File: src/rtl/pc_sequencer_pkg.sv
// ---------------------------------------------------------------------------
// pc_sequencer_pkg
//  Shared definitions for the program-counter sequencer: sequencing op
//  encodings driven by the instruction decoder and the run/halt FSM states.
//  Imported by pc_sequencer and ra_stack.
// ---------------------------------------------------------------------------
package pc_sequencer_pkg;

    // Sequencing op encodings from the decoder; 6 and 7 are reserved and
    // behave as OP_SEQ.
    typedef enum logic [2:0] {
        OP_SEQ  = 3'd0,
        OP_JMP  = 3'd1,
        OP_BR   = 3'd2,
        OP_CALL = 3'd3,
        OP_RET  = 3'd4,
        OP_HALT = 3'd5
    } op_e;

    // Run/halt FSM states.
    typedef enum logic [1:0] {
        ST_IDLE = 2'd0,
        ST_RUN  = 2'd1,
        ST_HALT = 2'd2
    } state_e;

endpackage

File: src/rtl/pc_sequencer_ra_stack.sv
// ---------------------------------------------------------------------------
// ra_stack
//  Return-address LIFO, DEPTH entries of AW bits.
//  Ports:
//   clk        in   clock, rising edge
//   clear      in   synchronous active-high clear (empties the stack)
//   push       in   write push_data on top (ignored when full)
//   pop        in   discard top entry (ignored when empty)
//   push_data  in   AW-bit value to push
//   top        out  AW-bit current top entry (undefined content when empty)
//   full       out  occupancy == DEPTH
//   empty      out  occupancy == 0
//   count      out  occupancy, 0..DEPTH
// ---------------------------------------------------------------------------
module ra_stack
    import pc_sequencer_pkg::*;
#(
    parameter int AW    = 8,
    parameter int DEPTH = 4
) (
    input  logic                       clk,
    input  logic                       clear,
    input  logic                       push,
    input  logic                       pop,
    input  logic [AW-1:0]              push_data,
    output logic [AW-1:0]              top,
    output logic                       full,
    output logic                       empty,
    output logic [$clog2(DEPTH):0]     count
);

    localparam int PW = $clog2(DEPTH);
    localparam int CW = PW + 1;
    localparam logic [CW-1:0] CNT_ONE  = {{(CW-1){1'b0}}, 1'b1};
    localparam logic [CW-1:0] CNT_FULL = CW'(DEPTH);

    logic [AW-1:0] mem_q [DEPTH];
    logic [AW-1:0] mem_d [DEPTH];
    logic [CW-1:0] cnt_q;
    logic [CW-1:0] cnt_d;
    logic [PW-1:0] top_idx_s;

    assign full  = (cnt_q == CNT_FULL);
    assign empty = (cnt_q == {CW{1'b0}});
    assign count = cnt_q;
    assign top   = mem_q[top_idx_s];

    // Top-of-stack index; wraps harmlessly when empty since top is unused then.
    always_comb begin
        top_idx_s = PW'(cnt_q - CNT_ONE);
    end

    // Next stack contents and occupancy; overflow/underflow requests are dropped.
    always_comb begin
        mem_d = mem_q;
        cnt_d = cnt_q;
        if (push && !full) begin
            mem_d[cnt_q[PW-1:0]] = push_data;
            cnt_d                = cnt_q + CNT_ONE;
        end else if (pop && !empty) begin
            cnt_d = cnt_q - CNT_ONE;
        end else begin
            cnt_d = cnt_q;
        end
    end

    // Stack storage and pointer registers with synchronous clear.
    always_ff @(posedge clk) begin
        if (clear) begin
            cnt_q <= {CW{1'b0}};
            for (int i = 0; i < DEPTH; i++) begin
                mem_q[i] <= {AW{1'b0}};
            end
        end else begin
            cnt_q <= cnt_d;
            mem_q <= mem_d;
        end
    end

endmodule

File: src/rtl/pc_sequencer.sv
// ---------------------------------------------------------------------------
// pc_sequencer
//  Next-address controller for the program counter. Every cycle Next_PC is
//  formed combinationally from PC, Op, Target, Cond, Stall, the FSM state and
//  the return-stack top; the PC register loads it on every rising Clk.
//  Ports:
//   Clk        in   system clock
//   Clear      in   synchronous active-high reset
//   PC         in   current PC value
//   Start      in   leave IDLE/HALT (ignored in RUN)
//   Stall      in   hold PC this cycle (only honoured in RUN)
//   Op         in   sequencing op (see pc_sequencer_pkg)
//   Target     in   absolute target (JMP/CALL) or signed offset (BR)
//   Cond       in   branch condition for BR
//   Next_PC    out  value loaded into PC at next edge (combinational)
//   Running    out  FSM in RUN (registered)
//   Halted     out  FSM in HALT (registered)
//   Stack_Err  out  sticky CALL-on-full / RET-on-empty flag (registered)
//   Depth      out  return-stack occupancy (registered)
// ---------------------------------------------------------------------------
module pc_sequencer
    import pc_sequencer_pkg::*;
#(
    parameter int AW    = 8,
    parameter int DEPTH = 4
) (
    input  logic          Clk,
    input  logic          Clear,
    input  logic [AW-1:0] PC,
    input  logic          Start,
    input  logic          Stall,
    input  logic [2:0]    Op,
    input  logic [AW-1:0] Target,
    input  logic          Cond,
    output logic [AW-1:0] Next_PC,
    output logic          Running,
    output logic          Halted,
    output logic          Stack_Err,
    output logic [2:0]    Depth
);

    localparam int CW = $clog2(DEPTH) + 1;
    localparam logic [AW-1:0] PC_ONE = {{(AW-1){1'b0}}, 1'b1};

    state_e        state_q;
    state_e        state_d;
    logic          stack_err_q;
    logic          stack_err_d;
    logic          running_q;
    logic          running_d;
    logic          halted_q;
    logic          halted_d;

    logic [AW-1:0] next_pc_s;
    logic [AW-1:0] pc_inc_s;
    logic          push_s;
    logic          pop_s;
    logic [AW-1:0] top_s;
    logic          full_s;
    logic          empty_s;
    logic [CW-1:0] count_s;

    assign pc_inc_s  = PC + PC_ONE;
    assign Next_PC   = next_pc_s;
    assign Running   = running_q;
    assign Halted    = halted_q;
    assign Stack_Err = stack_err_q;
    assign Depth     = 3'(count_s);

    ra_stack #(
        .AW    (AW),
        .DEPTH (DEPTH)
    ) u_ra_stack (
        .clk       (Clk),
        .clear     (Clear),
        .push      (push_s),
        .pop       (pop_s),
        .push_data (pc_inc_s),
        .top       (top_s),
        .full      (full_s),
        .empty     (empty_s),
        .count     (count_s)
    );

    // Next-state, Next_PC and stack control; Clear forces Next_PC to zero.
    always_comb begin
        state_d     = state_q;
        stack_err_d = stack_err_q;
        next_pc_s   = PC;
        push_s      = 1'b0;
        pop_s       = 1'b0;
        if (Clear) begin
            next_pc_s = {AW{1'b0}};
            state_d   = ST_IDLE;
        end else begin
            case (state_q)
                ST_IDLE: begin
                    // First op is evaluated only once the FSM is in RUN.
                    if (Start) begin
                        state_d = ST_RUN;
                    end else begin
                        state_d = ST_IDLE;
                    end
                end
                ST_RUN: begin
                    if (Stall) begin
                        next_pc_s = PC;
                    end else begin
                        case (Op)
                            OP_SEQ: next_pc_s = pc_inc_s;
                            OP_JMP: next_pc_s = Target;
                            OP_BR: begin
                                // Offset is two's complement; modular add covers negatives.
                                if (Cond) begin
                                    next_pc_s = pc_inc_s + Target;
                                end else begin
                                    next_pc_s = pc_inc_s;
                                end
                            end
                            OP_CALL: begin
                                if (!full_s) begin
                                    push_s    = 1'b1;
                                    next_pc_s = Target;
                                end else begin
                                    stack_err_d = 1'b1;
                                    state_d     = ST_HALT;
                                end
                            end
                            OP_RET: begin
                                if (!empty_s) begin
                                    pop_s     = 1'b1;
                                    next_pc_s = top_s;
                                end else begin
                                    stack_err_d = 1'b1;
                                    state_d     = ST_HALT;
                                end
                            end
                            OP_HALT: state_d = ST_HALT;
                            default: next_pc_s = pc_inc_s;
                        endcase
                    end
                end
                ST_HALT: begin
                    // Resuming steps past the instruction that halted.
                    if (Start) begin
                        state_d   = ST_RUN;
                        next_pc_s = pc_inc_s;
                    end else begin
                        state_d = ST_HALT;
                    end
                end
                default: state_d = ST_IDLE;
            endcase
        end
        running_d = (state_d == ST_RUN);
        halted_d  = (state_d == ST_HALT);
    end

    // FSM, sticky error and status output registers.
    always_ff @(posedge Clk) begin
        if (Clear) begin
            state_q     <= ST_IDLE;
            stack_err_q <= 1'b0;
            running_q   <= 1'b0;
            halted_q    <= 1'b0;
        end else begin
            state_q     <= state_d;
            stack_err_q <= stack_err_d;
            running_q   <= running_d;
            halted_q    <= halted_d;
        end
    end

endmodule
File: config.mk
export PLATFORM = sky130hd
export DESIGN_NAME = pc_sequencer
export DESIGN_NICKNAME = d
export VERILOG_FILES = /design/src/rtl/pc_sequencer_pkg.sv /design/src/rtl/pc_sequencer_ra_stack.sv /design/src/rtl/pc_sequencer.sv
export SDC_FILE = /design/constraint.sdc
export NUM_CORES = 1
export LEC_CHECK = 0
export CAP_MARGIN = 15
export CORE_UTILIZATION = 61
export DETAILED_ROUTE_END_ITERATION = 16
export GPL_ROUTABILITY_DRIVEN = 0
export MAX_ROUTING_LAYER = met4
export PLACE_DENSITY_LB_ADDON = 0.08
export SLEW_MARGIN = 20
export SYNTH_ARGS = -nofsm -noshare
export SYNTH_HDL_FRONTEND = slang
export SYNTH_SLANG_ARGS = --single-unit
File: constraint.sdc
create_clock -name Clk -period 5.78 [get_ports Clk]
set_clock_uncertainty 0.15 [all_clocks]
set_input_delay 0.578 -clock Clk [delete_from_list [all_inputs] [get_ports Clk]]
set_output_delay 0.578 -clock Clk [all_outputs]
set_load 0.05 [all_outputs]
Yosys cells after proc, flatten, opt, wreduce, memory -nomap -nowiden
Index checks and enable logic that the tools add are counted.
Widths: inputs -> output; s select.
{"block": "totals", "reg_bits": 40, "input_bits": 24, "out_inout_bits": 14, "wordCells": 78}
{"block": "classes", "add_sub_neg": 4, "magnitude_cmp": 3, "n_eq_ne": 12, "muxes": 37, "bitwise_logic": 3, "n_reduce_logical": 10}
{"operator": "$mux 8", "count": 9}
{"operator": "$pmux 8 s5", "count": 1}
{"operator": "$bwmux 32", "count": 1}
{"operator": "$bmux 8 s2", "count": 1}
{"operator": "$demux 8 s2", "count": 1}
{"operator": "$pmux 8 s2", "count": 1}
{"operator": "$mux 1", "count": 13}
{"operator": "$pmux 2 s3", "count": 2}
{"operator": "$mux 2", "count": 5}
{"operator": "$eq 3x3->1 const B", "count": 3}
{"operator": "$add 8x1->8 const B", "count": 1}
{"operator": "$add 8x8->8", "count": 1}
{"operator": "$eq 3x2->1 const B", "count": 2}
{"operator": "$ge 3x3->1 const B", "count": 2}
{"operator": "$mux 3", "count": 2}
{"operator": "$not 2->3", "count": 2}
{"operator": "$reduce_and 5->1", "count": 1}
{"operator": "$eq 2x1->1 const B", "count": 2}
{"operator": "$eq 2x2->1 const B", "count": 2}
{"operator": "$ne 2x2->1 const B", "count": 2}
{"operator": "$reduce_bool 2->1", "count": 2}
{"operator": "$add 3x1->3 const B", "count": 1}
{"operator": "$eq 3x1->1 const B", "count": 1}
{"operator": "$logic_and 1x1->1", "count": 3}
{"operator": "other kinds (7)", "count": 8}

Depth between registers and ports, before layout
{"block": "depth", "depth_word": 10, "mapped_depth": 13, "mapped_depth_nobuf": 12}

By module
From an unflattened synthesis, not the netlist that was laid out.
{"block": "hier_totals", "hier_cells": 422, "area_unflattened_um2": 3299.4}
{"mod": "pc_sequencer", "instances": 1, "cells_each": 238, "area_per_inst_um2": 1687.9, "seq_area_each_um2": 100.1}
{"mod": "ra_stack", "instances": 1, "cells_each": 184, "area_per_inst_um2": 1611.5, "seq_area_each_um2": 700.7}

Least setup slack after synthesis
OpenSTA, ideal clock, no wires.
{"block": "synth_path", "path_kind": "input to output", "from": "in PC[0]", "to": "out Next_PC[5]", "t_arrival_ps": 3771, "required_ps": 5052, "setup_slack_ps": 1281, "cell_stages": 12, "path_buffers": 1, "path_cell_list": "ha_1 and3_1 clkbuf_1 xnor2_1 inv_1 ha_1 nand3_1 o211ai_1 or3_1 nand4_1 a31o_1 a311oi_1"}
{"block": "synth_via", "elab_chain_cells": 7, "word_cells_on_any_way": 8, "classes_between": "2 x add/sub; 6 x mux"}
{"element": "start: declaration", "line_no": "pc_sequencer.sv:29", "rtl": "input logic [AW-1:0] PC,"}
{"element": "$add 8x1->8", "line_no": "pc_sequencer.sv:63", "rtl": "assign pc_inc_s = PC + PC_ONE;"}
{"element": "net pc_inc_s[4]", "line_no": "pc_sequencer.sv:55", "rtl": "logic [AW-1:0] pc_inc_s;"}
{"element": "$add 8x8->8", "line_no": "pc_sequencer.sv:115", "rtl": "next_pc_s = pc_inc_s + Target;"}
{"element": "$mux 8", "line_no": "pc_sequencer.sv:114", "rtl": "if (Cond) begin"}
{"element": "$pmux 8 s5", "line_no": "pc_sequencer.sv:109", "rtl": "case (Op)"}
{"element": "$mux 8", "line_no": "pc_sequencer.sv:106", "rtl": "if (Stall) begin"}
{"element": "$pmux 8 s2", "line_no": "pc_sequencer.sv:96", "rtl": "case (state_q)"}
{"element": "$mux 8", "line_no": "pc_sequencer.sv:92", "rtl": "if (Clear) begin"}
{"element": "end: declaration", "line_no": "pc_sequencer.sv:35", "rtl": "output logic [AW-1:0] Next_PC,"}
The timed path passes the listed nets, and every way through them passes these cells.

Worst setup path after layout
{"block": "layout_path", "from": "in PC[1]", "to": "out Next_PC[7]"}
The elaborated chain is that of the path after synthesis.

==> summary.md <==
| Metric | Value |
|---|---|
| Fin nets | roughly 480 |
| # rows | 26 |
| Area Overhead vs Synth | 12.6% |
| Mapped cell area | 3290 sq um |
| Total power | 0.666 mW |
| Layout cell share with drive strength beyond 1 | 0.0783 |
| Worst Tran Pin Value | 0.603 ns |
| Vias per Instance | 6.18 |
| Most common cell after layout, fill and taps aside | nor2_1 |
| Final Cell Area | 3710 sq um |
| Clk root buf | clkbuf_8 |
| Vias in the first global route | ~2,800 |
| Cts bufs inserted | 5 |
| Critical Path End Type | output pin |
| Antenna Nets Post-Route | 0 |
| CP Cell Sequence | clkdlybuf4s50_1 > ha_1 > and3_1 > xnor2_1 > inv_1 > ha_1 > nand3_1 > o2111ai_1 > o211ai_1 > xor2_1 > nand2_1 > a2111oi_2 > clkdlybuf4s50_1 |
| Critical path class | input port to output pin |
| Register bit total from synthesis | 40 |
| Setup violators final | 0 |
| EDFF count, synth | 0 |
| DR iter-0 viols | 218 |
| CTS resizes | 0 |
| Highest metal used | met4 |
| Postcts setup bufs | 0 |
| Most frequent cells in the layout | nor2_1, dfxtp_1, clkdlybuf4s50_1 |
| Maxcap violations | 0 |
| Clock tree buffer depth | 2 |
| Die ar. | 5690 sq um |
| CTS tree | yes |
| 1st-pass router iterations | 7 |
| RSZ-0062 raised after global routing | false |
| Period utilization | 0.924 |
| Inserted Diodes | 0 |
| Switching power | 0.220 mW |
| Pleak | about 1.3 nW |
| Initial Util | 0.640 |
| Clk_lat worst skew | about 0.30 ns |
| Setup TNS | 0 ns |
| Syn Inst Count | about 420 |
| Core Region | 5140 sq um |
| Worst path slowest cell | clkdlybuf4s50_1 |
| Sw Ratio | 0.331 |
| PD cells | 180 nW/um^2 |
| Synth warn | 0 |
| I/O pins | 38 |
| Met3 routed WL | 505 um |
| Clock slew at reported path FFs | 0.08 ns |
| Pin count of the biggest net entering global routing | between 40 and 50 |
| Area post-placement | 3610 sq um |
| Clock power share | 0.306 |
| CP max stage delay | 0.86 ns |
| Status | complete, no violations |
| Port Buf Inserts | 37 |
| CP max FO | 8 |
| Final non-filler cell total | 504 |
| Arrival @ worst endpoint | 4.61 ns |
| Detailed Place HPWL | 6120 um |
| Library cells used by synthesis | 62 |
| Grt ovf | 0 |
| H-tree depth | 2 |
| Int Pwr | 0.446 mW |
| Slew HR | 0.598 |
| DP Cell Count | 496 |
| Fin crit period | 5.34 ns |
| Post-layout util | 0.721 |
| Max VDD drop | 190 uV |
| Synth Net Count | 460 |
| Initial antenna violation count | 0 |
| Seq pwr share | 0.417 |
| Total wire length | 8310 um |
| Gr usage total | 0.319 |
| Critical Path Source Type | input port |
| Vias | around 3,100 |
| Fmax | roughly 190 MHz |
| Die height | 75.5 um |
| DR WL met2 | around 4000 um |
| Worst endpoint required time | 5.05 ns |
| Post-synthesis sequential area ratio | 0.243 |
| Final hold vios | 0 |
| Worst Hold Class | register to register |
| Syn Area/Cell | between 7 and 8 sq um |
| Synth Flop Type | dfxtp_1 |
| Die X | 75.5 um |
| Async set-or-reset flop fraction in the synthesized netlist | 0 |
| Hold buffer count at CTS | 0 |
| Combinational cell fraction of total power | 0.277 |
| Final count of pins violating max slew | 0 |
| First-pass GRT wire length | 13,200 um |
| Clock sink count | 40 |
| WL/cell | 16.5 um |
| Wl on met1 | 3660 um |
| DRC viols | 0 |
power by group through the flow:
stage	clock network (mW)	registers [mW]	logic, mW
floorplan	0	0.286	0.123
global placement	0	0.284	0.178
detailed placement	0	0.284	0.180
CTS	0.207	0.278	0.181
global route	0.222	0.278	0.200
finish	0.204	0.278	0.184
per-layer routing:
metal	up-vias	global-route usage
met5	-	-
met4	0	0.130
met3	15	0.0516
met2	117	0.514
met1	1451	0.398
li1	1532	-
worst paths after layout:
check | start | endpoint | slack (ns) | cells after the start
setup / recovery | PC[1] | Next_PC[7] | 0.44 | 13
hold / removal | Stack_Err$_SDFFE_PP0P_ | Stack_Err$_SDFFE_PP0P_ | 0.33 | 2
setup reg to reg | u_ra_stack.count[0]$_SDFFE_PP0P_ | u_ra_stack.mem_q[17]$_SDFFE_PP0P_ | 2.91 | 6
hold reg to reg | Stack_Err$_SDFFE_PP0P_ | Stack_Err$_SDFFE_PP0P_ | 0.33 | 2
synthesized netlist by cell type, drive strengths merged, types with 11 or more instances:
cell type   n  area, sq um
a211oi     26          200
a21oi      26          130
buf        19          129
clkbuf     15         56.3
dfxtp      40          801
ha         18          225
inv        25         93.8
nand2      31          116
nand3      12         77.6
nor2       62          233
o21ai      30          150
xnor2      11         96.3
per-stage QoR:
stage / hold slack [ns] / setup WS [ns]
6_report: 0.332 / 0.442
5_1_grt: 0.368 / 0.258
4_1_cts: 0.334 / 0.512
3_5_place_dp: 0.315 / 0.531
3_3_place_gp: 0.302 / 0.679
2_1_floorplan: 0.283 / 1.28
kinds of logic after synthesis:
group | after synthesis | share of synthesized area
AO/OA/AOI/OAI | 120 | 0.243
XOR/XNOR | 15 | 0.0441
adder cells (fa/ha/maj) | 19 | 0.0745
buffers and inverters | 59 | 0.0848
flip-flops | 40 | 0.243
multiplexers | 18 | 0.0851
AND/OR/NAND/NOR | 146 | 0.225
final cells by class:
class	count	area, sq um
Tap cell	70	87.6
Multi-Input combinational cell	318	2210
Clock buffer	6	82.6
Fill cell	443	1430
Clock inverter	2	13.8
Timing Repair Buffer	43	415
Sequential cell	40	801
Inverter	25	93.8
worst max-delay path, delay by kind of cell:
| kind | cells | cell delay (ns) |
|---|---|---|
| buffers and inverters | 3 | 1.54 |
| AOI/OAI and AO/OA | 3 | 0.68 |
| xor gates and xnor gates | 2 | 0.67 |
| adders and majority gates | 2 | 0.70 |
| and+or+nand+nor | 3 | 0.44 |
flip-flops by register name, indices dropped and copies added, names as in the netlist:
| name | cells |
|---|---|
| Halted | 1 |
| Running | 1 |
| Stack_Err | 1 |
| state_q | 2 |
| u_ra_stack.count | 3 |
| u_ra_stack.mem_q | 32 |
Note: power is estimated with default switching activity, not from simulation.
